--- src/rtl/cpu_ctrl_mem.sv ---
// Moore control FSM for the 16-bit lab CPU with LDR/STR, HALT, mem_ready wait timeout
// and illegal-opcode detection. Optional retired-instruction counter under CPU_CTRL_PERF_EN.
module cpu_ctrl_mem #(
  parameter int MEM_TIMEOUT = 15,
  parameter int TO_W        = 8,
  parameter int STATE_W     = 5
) (
  input  logic       clk,
  input  logic       reset,
  input  logic [2:0] opcode,
  input  logic [1:0] op,
  input  logic       mem_ready,
  output logic       reset_pc,
  output logic       loadpc,
  output logic       addr_sel,
  output logic [1:0] mem_cmd,
  output logic       load_ir,
  output logic       load_addr,
  output logic [2:0] nsel,
  output logic [1:0] vsel,
  output logic       write,
  output logic       loada,
  output logic       loadb,
  output logic       loadc,
  output logic       loads,
  output logic       asel,
  output logic       bsel,
  output logic       illegal,
  output logic       halted,
  output logic       mem_err
`ifdef CPU_CTRL_PERF_EN
  ,
  output logic [15:0] instr_count
`endif
);

  typedef enum logic [STATE_W-1:0] {
    S_RST, S_IF1, S_IF2, S_UPDPC, S_DEC, S_WIMM, S_GETA, S_GETB, S_EXEC, S_CMPX,
    S_WB, S_ADDR, S_LDA, S_MEMRD, S_WBM, S_GETD, S_SPASS, S_MEMWR, S_HALT, S_ERR
  } state_t;

  state_t state_q, state_d;
  logic [TO_W-1:0] wait_q, wait_d;

  logic is_movi, is_movr, is_alu, is_cmp, is_mvn, is_ldr, is_str, is_halt;
  logic in_wait, timeout;

  assign is_movi = (opcode == 3'b110) && (op == 2'b10);
  assign is_movr = (opcode == 3'b110) && (op == 2'b00);
  assign is_alu  = (opcode == 3'b101);
  assign is_cmp  = is_alu && (op == 2'b01);
  assign is_mvn  = is_alu && (op == 2'b11);
  assign is_ldr  = (opcode == 3'b011) && (op == 2'b00);
  assign is_str  = (opcode == 3'b100) && (op == 2'b00);
  assign is_halt = (opcode == 3'b111);

  assign in_wait = state_q inside {S_IF1, S_MEMRD, S_MEMWR};
  // A ready in the same cycle as the limit is checked before this, so it wins.
  assign timeout = (MEM_TIMEOUT != 0) && (wait_q == TO_W'(MEM_TIMEOUT)) && !mem_ready;

  always_ff @(posedge clk or posedge reset) begin
    if (reset) begin
      state_q <= S_RST;
      wait_q  <= '0;
    end else begin
      state_q <= state_d;
      wait_q  <= wait_d;
    end
  end

  always_comb begin
    state_d   = state_q;
    reset_pc  = 1'b0;
    loadpc    = 1'b0;
    addr_sel  = 1'b0;
    mem_cmd   = 2'b00;
    load_ir   = 1'b0;
    load_addr = 1'b0;
    nsel      = 3'b000;
    vsel      = 2'b00;
    write     = 1'b0;
    loada     = 1'b0;
    loadb     = 1'b0;
    loadc     = 1'b0;
    loads     = 1'b0;
    asel      = 1'b0;
    bsel      = 1'b0;
    illegal   = 1'b0;
    halted    = 1'b0;
    mem_err   = 1'b0;
    case (state_q)
      S_RST: begin
        reset_pc = 1'b1;
        loadpc   = 1'b1;
        state_d  = S_IF1;
      end
      S_IF1: begin
        addr_sel = 1'b1;
        mem_cmd  = 2'b01;
        if (mem_ready)    state_d = S_IF2;
        else if (timeout) state_d = S_ERR;
      end
      S_IF2: begin
        addr_sel = 1'b1;
        mem_cmd  = 2'b01;
        load_ir  = 1'b1;
        state_d  = S_UPDPC;
      end
      S_UPDPC: begin
        loadpc  = 1'b1;
        state_d = S_DEC;
      end
      S_DEC: begin
        if (is_movi)                      state_d = S_WIMM;
        else if (is_movr || is_mvn)       state_d = S_GETB;
        else if (is_alu || is_ldr || is_str) state_d = S_GETA;
        else if (is_halt)                 state_d = S_HALT;
        else begin
          illegal = 1'b1;
          state_d = S_IF1;
        end
      end
      S_WIMM: begin
        nsel    = 3'b100;
        vsel    = 2'b10;
        write   = 1'b1;
        state_d = S_IF1;
      end
      S_GETA: begin
        nsel    = 3'b100;
        loada   = 1'b1;
        state_d = (is_ldr || is_str) ? S_ADDR : S_GETB;
      end
      S_GETB: begin
        nsel    = 3'b001;
        loadb   = 1'b1;
        state_d = is_cmp ? S_CMPX : S_EXEC;
      end
      S_EXEC: begin
        loadc   = 1'b1;
        asel    = is_movr || is_mvn;
        state_d = S_WB;
      end
      S_CMPX: begin
        loads   = 1'b1;
        state_d = S_IF1;
      end
      S_WB: begin
        nsel    = 3'b010;
        write   = 1'b1;
        state_d = S_IF1;
      end
      S_ADDR: begin
        bsel    = 1'b1;
        loadc   = 1'b1;
        state_d = S_LDA;
      end
      S_LDA: begin
        load_addr = 1'b1;
        state_d   = is_ldr ? S_MEMRD : S_GETD;
      end
      S_MEMRD: begin
        mem_cmd = 2'b01;
        if (mem_ready)    state_d = S_WBM;
        else if (timeout) state_d = S_ERR;
      end
      S_WBM: begin
        mem_cmd = 2'b01;
        nsel    = 3'b010;
        vsel    = 2'b11;
        write   = 1'b1;
        state_d = S_IF1;
      end
      S_GETD: begin
        nsel    = 3'b010;
        loadb   = 1'b1;
        state_d = S_SPASS;
      end
      S_SPASS: begin
        asel    = 1'b1;
        loadc   = 1'b1;
        state_d = S_MEMWR;
      end
      S_MEMWR: begin
        mem_cmd = 2'b10;
        if (mem_ready)    state_d = S_IF1;
        else if (timeout) state_d = S_ERR;
      end
      S_HALT: halted = 1'b1;
      S_ERR: begin
        halted  = 1'b1;
        mem_err = 1'b1;
      end
      default: state_d = S_RST;
    endcase
  end

  // Any state change (including entry into a wait state) restarts the wait count.
  always_comb begin
    wait_d = wait_q;
    if (state_d != state_q)
      wait_d = '0;
    else if (in_wait && !mem_ready && (wait_q != '1))
      wait_d = wait_q + 1'b1;
  end

`ifdef CPU_CTRL_PERF_EN
  logic [15:0] cnt_q;
  logic        retire;

  assign retire = (state_d == S_IF1) &&
                  (state_q inside {S_WIMM, S_CMPX, S_WB, S_WBM, S_MEMWR});

  always_ff @(posedge clk or posedge reset) begin
    if (reset)       cnt_q <= '0;
    else if (retire) cnt_q <= cnt_q + 16'd1;
  end

  assign instr_count = cnt_q;
`endif

endmodule

--- config.mk ---
export PLATFORM = sky130hd
export DESIGN_NAME = cpu_ctrl_mem
export DESIGN_NICKNAME = d
export VERILOG_FILES = /design/src/rtl/cpu_ctrl_mem.sv
export SDC_FILE = /design/constraint.sdc
export NUM_CORES = 1
export LEC_CHECK = 0
export CAP_MARGIN = 20
export CORE_ASPECT_RATIO = 1.1
export CORE_MARGIN = 5
export CORE_UTILIZATION = 25
export DETAILED_ROUTE_END_ITERATION = 6
export GPL_ROUTABILITY_DRIVEN = 0
export GPL_TIMING_DRIVEN = 0
export PLACE_DENSITY_LB_ADDON = 0.1
export SYNTH_ARGS = -nofsm -noshare
export SYNTH_HDL_FRONTEND = slang
export SYNTH_SLANG_ARGS = --single-unit
--- constraint.sdc ---
create_clock -name clk -period 2.5 [get_ports clk]
set_input_delay 0.25 -clock clk [delete_from_list [all_inputs] [get_ports clk]]
set_output_delay 0.25 -clock clk [all_outputs]
set_load 0.03 [all_outputs]
==> metrics.txt, run 1 <==
# TYPE chip_impl_metric gauge
chip_impl_metric{name="dr_wl_met2",unit="um"} 2240
chip_impl_metric{name="fraction_of_the_yosys_area_taken_by_sequential_cells",unit="%"} 21.0
chip_impl_metric{name="postLayoutSetupSlackWorst",unit="ns"} 0.122
chip_impl_metric{name="synth.top_cell.area_share",unit="%"} 21.0
chip_impl_metric{name="row_count",unit=""} 30
chip_impl_metric{name="cts_max_level",unit=""} 1
chip_impl_metric{name="layout-area-overhead-vs-synth",unit="%"} 29.0
chip_impl_metric{name="num_vias",unit=""} 1589
chip_impl_metric{name="totalWireLength",unit="um"} 4760
chip_impl_info{name="synth_most_common_cell",value="sky130_fd_sc_hd__nand2_1"} 1
chip_impl_metric{name="finalSetupViolations",unit=""} 0
chip_impl_info{name="cts_tree",value="done"} 1
chip_impl_info{name="cell_by_cell_trace_of_the_critical_path",value="clkdlybuf4s50_1 > buf_4 > nor2b_1 > o21ai_0 > a21oi_1 > nor3_1 > clkdlybuf4s50_1"} 1
chip_impl_metric{name="final_max_slew_viol_count",unit=""} 0
chip_impl_metric{name="met3_wirelength",unit="um"} 172
chip_impl_metric{name="fillerInstances",unit=""} 670
chip_impl_metric{name="chipHeight",unit="um"} 92.6
chip_impl_info{name="result_of_the_run",value="finished, final reports clean"} 1
chip_impl_info{name="crit_top_cell",value="sky130_fd_sc_hd__clkdlybuf4s50_1"} 1
chip_impl_info{name="cp_slowest_cell",value="sky130_fd_sc_hd__clkdlybuf4s50_1"} 1
chip_impl_metric{name="worst_ep_arrival_time",unit="ns"} 2.13
chip_impl_metric{name="synth_seq_cells",unit=""} 13
chip_impl_metric{name="syn_inst",unit=""} 202
chip_impl_metric{name="pre_cts_slack",unit="ns"} 0.00243
chip_impl_metric{name="drive_above_1_share",unit="%"} 17.1
chip_impl_info{name="synthDominantAreaCellType",value="sky130_fd_sc_hd__dfrtp_1"} 1
chip_impl_metric{name="worst_margin_pin_slew",unit="ns"} 0.526
chip_impl_info{name="critical_path.endpoint_type",value="output pin"} 1
chip_impl_metric{name="grt.overflow.total",unit=""} 0
chip_impl_info{name="hp-class",value="in -> async"} 1
chip_impl_metric{name="fmaxAchievable",unit="GHz"} 0.420
chip_impl_metric{name="viasPerCell",unit=""} 5.06
chip_impl_metric{name="cts-buffers-inserted",unit=""} 3
chip_impl_metric{name="initial_core_util",unit="%"} 25.4
chip_impl_metric{name="clock_insertion_delay_worst_skew",unit="ns"} 0.24
chip_impl_metric{name="synthesis.nets",unit=""} 211
chip_impl_metric{name="fin_crit",unit="ns"} 2.38
chip_impl_metric{name="drc",unit=""} 0
chip_impl_metric{name="avgRoutedWirePerCell",unit="um"} 15.2
chip_impl_metric{name="num_antenna_cells",unit=""} 0
chip_impl_metric{name="grt_max_degree",unit=""} 14
chip_impl_metric{name="headroom_to_the_max_slew_limit",unit="%"} 64.9
chip_impl_info{name="synth_ff_type",value="sky130_fd_sc_hd__dfrtp_1"} 1
chip_impl_metric{name="number_of_antenna_violations_at_the_first_check_in_global_routing",unit=""} 0
chip_impl_info{name="cts-root-buf",value="sky130_fd_sc_hd__clkbuf_8"} 1
chip_impl_info{name="top_sig_layer",value="met4"} 1
chip_impl_metric{name="syn-cell-area",unit="um2"} 1550
chip_impl_metric{name="post_route_skew",unit="ns"} 0.00214
chip_impl_metric{name="drt_pass1_iterations",unit=""} 4
chip_impl_info{name="critPathTopFamily",value="buffers and inverters"} 1
chip_impl_metric{name="fin_nets",unit=""} 244
chip_impl_metric{name="detailed_place_hpwl",unit="um"} 3700
chip_impl_info{name="worst-setup-path-type",value="in -> out"} 1
chip_impl_metric{name="floorplan.io_pins",unit=""} 30
chip_impl_metric{name="clk_pin_slew_worst_paths",unit="ns"} 0.06
chip_impl_metric{name="yosysWarnings",unit=""} 0
chip_impl_metric{name="critical-path-max-stage-delay",unit="ns"} 0.69
chip_impl_info{name="startpoint_type",value="input pin"} 1
chip_impl_metric{name="ctsHoldBuffers",unit=""} 0
chip_impl_info{name="ys_top_cells_by_area",value="sky130_fd_sc_hd__dfrtp_1 (21%), sky130_fd_sc_hd__nand2_1 (6.5%), sky130_fd_sc_hd__nor2_1 (5.8%)"} 1
chip_impl_metric{name="irDropWorstVdd",unit="mV"} 0.614
chip_impl_metric{name="route.layer.met1.wl",unit="um"} 2260
chip_impl_info{name="grt_setup_unrepaired",value="true"} 1
chip_impl_metric{name="ant_nets",unit=""} 0
chip_impl_metric{name="worstPathBufferInverterCount",unit=""} 3
chip_impl_metric{name="gr-usage-all-layers",unit="%"} 12.0
chip_impl_metric{name="powerDensity",unit="nW/um2"} 972
chip_impl_metric{name="core_area",unit="um2"} 6120
chip_impl_metric{name="syn-mean-instance-area",unit="um2"} 7.68
chip_impl_metric{name="synth-edff-count",unit=""} 0
chip_impl_metric{name="grt_pass1_wl",unit="um"} 7710
chip_impl_metric{name="dr.first_iter.drc_count",unit=""} 90
chip_impl_metric{name="cellLeakagePower",unit="nW"} 0.852
chip_impl_metric{name="die_area",unit="um2"} 7880
chip_impl_metric{name="final_hold_viol_count",unit=""} 0
chip_impl_metric{name="synth.distinct_cells",unit=""} 60
chip_impl_metric{name="number_of_buffers_added_on_ports",unit=""} 28
chip_impl_metric{name="crit_fanout",unit=""} 10
chip_impl_metric{name="dieWidth",unit="um"} 85.1
chip_impl_info{name="synth_commonest_cells",value="sky130_fd_sc_hd__nand2_1 (27), sky130_fd_sc_hd__nor2_1 (24), sky130_fd_sc_hd__nor3_1 (15), sky130_fd_sc_hd__dfrtp_1 (13), sky130_fd_sc_hd__a21oi_1 (9)"} 1
chip_impl_metric{name="async_reset_ff_share",unit="%"} 100
chip_impl_metric{name="via_count_of_the_first_global_routing_pass",unit=""} 1515
chip_impl_metric{name="setup-tns-final",unit="ns"} 0
chip_impl_metric{name="max_capacitance_violation_total",unit=""} 0
chip_impl_metric{name="tritoncts_num_sinks",unit=""} 13
chip_impl_metric{name="worst_endpoint_required_time",unit="ns"} 2.25
chip_impl_metric{name="min_period_over_period",unit="%"} 95.1
chip_impl_metric{name="ctsLongestPathBuffers",unit=""} 2
==> worst paths after layout <==
path	from	end	slack, ns	cells past startpoint
worst max-delay path	opcode[0]	illegal	0.12	7
worst min-delay path	reset	wait_q[0]	0.34	2
worst max register to register	wait_q[0]	wait_q[1]	0.43	7
worst min register to register	wait_q[6]	wait_q[6]	0.60	3
max in group asynchronous	reset	state_q[2]	1.81	2
min in group clk	op[1]	state_q[0]	0.54	5
==> sequential cells by signal, summed over array words and instances, names as in the netlist <==
signal	flops
state_q	5
wait_q	8
==> cell families after synthesis <==
logic type / count (synthesis) / synth area share [%]
compound gates: 43 / 22.1
xor+xnor: 8 / 4.52
fa+ha+maj: 1 / 0.806
buf+inv: 21 / 7.90
flops: 13 / 21.0
mux: 2 / 1.29
simple gates: 114 / 42.4
==> metal layers <==
metal  GRT usage (%)  up-vias
li1                -      791
met1            15.8      752
met2            19.7       38
met3            1.16        8
met5               0        -
met4            5.15        0
==> timing repair <==
| item | in CTS | in global routing |
|---|---|---|
| setup endpoints to repair | 4 | 8 |
| gates resized for setup | 3 | 9 |
| hold endpoints to repair | 0 | 0 |
| buffers inserted | 0 | 0 |
==> where the power goes <==
part           internal [mW]  total (mW)  switching, mW  leakage (nW)
combinational          0.537        1.49          0.950         0.652
clock                  0.113       0.190         0.0772        0.0228
sequential             0.247       0.267         0.0207         0.177
==> cells in the final DEF (no fill, tap or decap), types with 5 or more instances in the layout <==
| cell type | netlist | final |
|---|---|---|
| sky130_fd_sc_hd__xor2_1 | 7 | 7 |
| sky130_fd_sc_hd__o21ai_0 | 6 | 6 |
| sky130_fd_sc_hd__buf_2 | 5 | 5 |
| sky130_fd_sc_hd__clkdlybuf4s50_1 | 0 | 24 |
| sky130_fd_sc_hd__inv_1 | 7 | 7 |
| sky130_fd_sc_hd__dfrtp_1 | 13 | 13 |
| sky130_fd_sc_hd__nor2_1 | 24 | 23 |
| sky130_fd_sc_hd__nor2b_1 | 7 | 6 |
| sky130_fd_sc_hd__a21oi_1 | 9 | 9 |
| sky130_fd_sc_hd__nor3_1 | 15 | 15 |
| sky130_fd_sc_hd__nand2_1 | 27 | 27 |
| sky130_fd_sc_hd__nand2b_1 | 5 | 5 |
==> final cells by class <==
| cell class | count | area [um2] | area share, % |
|---|---|---|---|
| multi-input combinational | 168 | 1110 | 55.7 |
| tap | 80 | 100 | 5.00 |
| sequential | 13 | 325 | 16.3 |
| buffer | 14 | 100 | 5.00 |
| inverter | 7 | 26.3 | 1.31 |
| timing repair buffer | 28 | 290 | 14.5 |
| clock buffer | 4 | 45.0 | 2.25 |
==> metrics by stage <==
stage          hold slack (ns)  cell area [um2]  instances  power [mW]  utilization (%)
2_1_floorplan            0.127             1550        202        1.30                -
3_3_place_gp             0.586             1930        310        1.76             31.6
3_5_place_dp             0.589             1930        310        1.75             31.6
4_1_cts                  0.364             1990        314        1.95             32.5
5_1_grt                  0.385             2000        314        2.09             32.7
6_report                 0.341             2000        314        1.94             32.7
Note: power is estimated with default switching activity, not from simulation.
==> run 2: changes to the inputs <==
Settings changed: ABC_AREA set to 1.
==> run 2 against run 1 <==
  * Critical endpoint is now loads
  * Largest power group unchanged
  * Sequential power increased by 18%
  * Critical path depth decreased by 2
  * Setup slack improved by 0.070 ns
  * Flip-flop and latch count unchanged
  * Maximum frequency increased by 3.0%
  * Global-route usage decreased by 0.13 points
==> metrics.txt, run 2 <==
# TYPE chip_impl_metric gauge
chip_impl_metric{name="synth_seq_cells",unit=""} 13
chip_impl_metric{name="post_route_skew",unit="ns"} 0.00117
chip_impl_metric{name="syn_inst",unit=""} 224
chip_impl_metric{name="totalWireLength",unit="um"} 3810
chip_impl_metric{name="detailed_place_hpwl",unit="um"} 3120
chip_impl_metric{name="instances_no_fill",unit=""} 315
chip_impl_metric{name="ant_nets",unit=""} 0
chip_impl_info{name="hp-class",value="in -> async"} 1
chip_impl_metric{name="fin_crit",unit="ns"} 2.31
chip_impl_metric{name="largest_register_ffs",unit=""} 8
chip_impl_metric{name="fraction_of_the_yosys_area_taken_by_sequential_cells",unit="%"} 25.1
chip_impl_info{name="synthDominantAreaCellType",value="sky130_fd_sc_hd__dfrtp_1"} 1
chip_impl_metric{name="num_vias",unit=""} 1433
chip_impl_metric{name="gr-usage-all-layers",unit="%"} 11.9
chip_impl_info{name="synth_most_common_cell",value="sky130_fd_sc_hd__nand2_1"} 1
chip_impl_metric{name="worst_ep_arrival_time",unit="ns"} 2.06
chip_impl_info{name="ys_top_cells_by_area",value="sky130_fd_sc_hd__dfrtp_1 (25%), sky130_fd_sc_hd__nand2_1 (18%), sky130_fd_sc_hd__nor2_1 (12%)"} 1
chip_impl_metric{name="final_max_slew_viol_count",unit=""} 0
chip_impl_metric{name="max_capacitance_violation_total",unit=""} 0
chip_impl_metric{name="final_hold_viol_count",unit=""} 0
chip_impl_metric{name="yosysWarnings",unit=""} 0
chip_impl_metric{name="worst_margin_pin_slew",unit="ns"} 0.537
chip_impl_info{name="cts_tree",value="done"} 1
chip_impl_metric{name="row_count",unit=""} 27
chip_impl_metric{name="fin_nets",unit=""} 267
chip_impl_metric{name="layout-area-overhead-vs-synth",unit="%"} 32.6
chip_impl_metric{name="setup-tns-final",unit="ns"} 0
chip_impl_info{name="result_of_the_run",value="finished, final reports clean"} 1
chip_impl_metric{name="ctsHoldBuffers",unit=""} 0
chip_impl_metric{name="tritoncts_num_sinks",unit=""} 13
chip_impl_metric{name="ctsLongestPathBuffers",unit=""} 2
chip_impl_metric{name="grt.overflow.total",unit=""} 0
chip_impl_metric{name="synth.distinct_cells",unit=""} 21
chip_impl_metric{name="seq_area",unit="um2"} 325
chip_impl_info{name="synth_commonest_cells",value="sky130_fd_sc_hd__nand2_1 (62), sky130_fd_sc_hd__nor2_1 (42), sky130_fd_sc_hd__inv_1 (36), sky130_fd_sc_hd__nand3_1 (29), sky130_fd_sc_hd__dfrtp_1 (13)"} 1
chip_impl_metric{name="fillerInstances",unit=""} 554
chip_impl_metric{name="synth.top_cell.area_share",unit="%"} 25.1
chip_impl_metric{name="floorplan.io_pins",unit=""} 30
chip_impl_metric{name="clk_pin_slew_worst_paths",unit="ns"} 0.06
chip_impl_metric{name="min_period_over_period",unit="%"} 92.3
chip_impl_info{name="cts-root-buf",value="sky130_fd_sc_hd__clkbuf_8"} 1
chip_impl_metric{name="chipHeight",unit="um"} 85.5
chip_impl_metric{name="pre_cts_slack",unit="ns"} 0.0615
chip_impl_metric{name="fmaxAchievable",unit="GHz"} 0.433
chip_impl_metric{name="synthesis.nets",unit=""} 233
chip_impl_metric{name="irDropWorstVdd",unit="mV"} 0.452
chip_impl_metric{name="via_count_of_the_first_global_routing_pass",unit=""} 1438
chip_impl_metric{name="core_area",unit="um2"} 5030
chip_impl_metric{name="async_reset_ff_share",unit="%"} 100
chip_impl_metric{name="number_of_antenna_violations_at_the_first_check_in_global_routing",unit=""} 0
chip_impl_metric{name="syn-cell-area",unit="um2"} 1300
chip_impl_info{name="top_regs",value="wait_q x8, state_q x5"} 1
chip_impl_metric{name="cts-buffers-inserted",unit=""} 3
chip_impl_info{name="most_common_cell_after_layout_fill_and_taps_aside",value="sky130_fd_sc_hd__nand2_1"} 1
chip_impl_metric{name="postCtsSetupBuffers",unit=""} 0
chip_impl_info{name="startpoint_type",value="register"} 1
chip_impl_metric{name="powerDensity",unit="nW/um2"} 1070
chip_impl_metric{name="cellLeakagePower",unit="nW"} 0.982
chip_impl_info{name="worst-setup-path-type",value="reg -> out"} 1
chip_impl_metric{name="dr.first_iter.drc_count",unit=""} 79
chip_impl_metric{name="die_area",unit="um2"} 6730
chip_impl_metric{name="place_inst",unit=""} 311
chip_impl_metric{name="clock_insertion_delay_worst_skew",unit="ns"} 0.24
chip_impl_metric{name="number_of_buffers_added_on_ports",unit=""} 29
chip_impl_metric{name="crit_fanout",unit=""} 6
chip_impl_metric{name="drive_above_1_share",unit="%"} 6.23
chip_impl_metric{name="synth-edff-count",unit=""} 0
chip_impl_metric{name="report.power.total",unit="mW"} 1.84
chip_impl_metric{name="syn-mean-instance-area",unit="um2"} 5.79
chip_impl_metric{name="multi_input_comb_area",unit="um2"} 803
chip_impl_info{name="layout_common_cells",value="sky130_fd_sc_hd__nand2_1 (62), sky130_fd_sc_hd__nor2_1 (42), sky130_fd_sc_hd__inv_1 (36)"} 1
chip_impl_metric{name="drt_pass1_iterations",unit=""} 4
chip_impl_info{name="grt_setup_unrepaired",value="false"} 1
chip_impl_metric{name="post_cts_resized",unit=""} 0
chip_impl_metric{name="cts_max_level",unit=""} 1
chip_impl_metric{name="num_antenna_cells",unit=""} 0
chip_impl_info{name="critical_path.endpoint_type",value="output pin"} 1
chip_impl_metric{name="worst_endpoint_required_time",unit="ns"} 2.25
chip_impl_info{name="synth_ff_type",value="sky130_fd_sc_hd__dfrtp_1"} 1
chip_impl_metric{name="grt_max_degree",unit=""} 14
chip_impl_metric{name="avgRoutedWirePerCell",unit="um"} 12.1
chip_impl_metric{name="viasPerCell",unit=""} 4.55
chip_impl_info{name="top_register_by_number_of_flip_flops",value="wait_q"} 1
chip_impl_metric{name="drc",unit=""} 0
chip_impl_metric{name="dieWidth",unit="um"} 78.7
chip_impl_metric{name="grt_pass1_wl",unit="um"} 6510
chip_impl_metric{name="initial_core_util",unit="%"} 25.8
chip_impl_metric{name="postLayoutSetupSlackWorst",unit="ns"} 0.191
chip_impl_metric{name="finalSetupViolations",unit=""} 0
chip_impl_metric{name="headroom_to_the_max_slew_limit",unit="%"} 64.2
==> run 2: cell families (layout without fill, tap and decap cells) <==
| logic type | after synthesis | count (layout) | share of synthesized area, % |
|---|---|---|---|
| adders and majority gates | 1 | 1 | 0.965 |
| AOI/OAI and AO/OA | 8 | 8 | 3.09 |
| xor gates and xnor gates | 7 | 7 | 4.73 |
| and+or+nand+nor | 155 | 155 | 52.8 |
| buffers and inverters | 40 | 73 | 13.3 |
| DFF | 13 | 13 | 25.1 |
==> run 2: final timing paths <==
check | endpoint | from | slack, ns | cells past startpoint
min in group clk | wait_q[7] | wait_q[7] | 0.59 | 2
max in group asynchronous | state_q[2] | reset | 1.80 | 2
hold reg to reg | wait_q[7] | wait_q[7] | 0.59 | 2
setup / recovery | loads | state_q[3] | 0.19 | 5
setup reg to reg | wait_q[5] | state_q[4] | 0.51 | 11
hold / removal | wait_q[1] | reset | 0.35 | 2
==> run 2: area by class of cell <==
| cell class | count | share of cell area, % |
|---|---|---|
| inverters | 37 | 8.08 |
| repair buffers | 29 | 17.5 |
| plain buffers | 3 | 1.97 |
| multi-input cells | 171 | 46.7 |
| flip-flops and latches | 13 | 18.9 |
| clock buffers | 4 | 2.62 |
| well taps | 58 | 4.22 |
==> run 2: stage by stage <==
step / hold WS (ns) / util, % / cell area, um2
finish: 0.348 / 34.2 / 1720
CTS: 0.361 / 33.9 / 1700
global route: 0.408 / 34.2 / 1720
floorplan: 0.127 / - / 1300
detailed placement: 0.576 / 33.0 / 1660
global placement: 0.570 / 33.0 / 1660
==> run 2: critical path, cell delays in order (launching register included) <==
cell	delay, ns
sky130_fd_sc_hd__dfrtp_1	0.50
sky130_fd_sc_hd__inv_1	0.14
sky130_fd_sc_hd__nor2_1	0.20
sky130_fd_sc_hd__inv_1	0.07
sky130_fd_sc_hd__nor2_1	0.20
sky130_fd_sc_hd__clkdlybuf4s50_1	0.71
==> run 2: metal layers <==
layer	track usage [%]	share of wire, %
met1	16.5	49
met2	19.0	45
met3	1.05	4.4
met4	4.45	1.8
met5	0	0
==> run 2: where the power goes <==
part,internal (mW),total (mW),switching (mW)
registers,0.253,0.315,0.0620
clock network,0.112,0.188,0.0756
logic,0.460,1.34,0.876
total,0.826,1.84,1.01
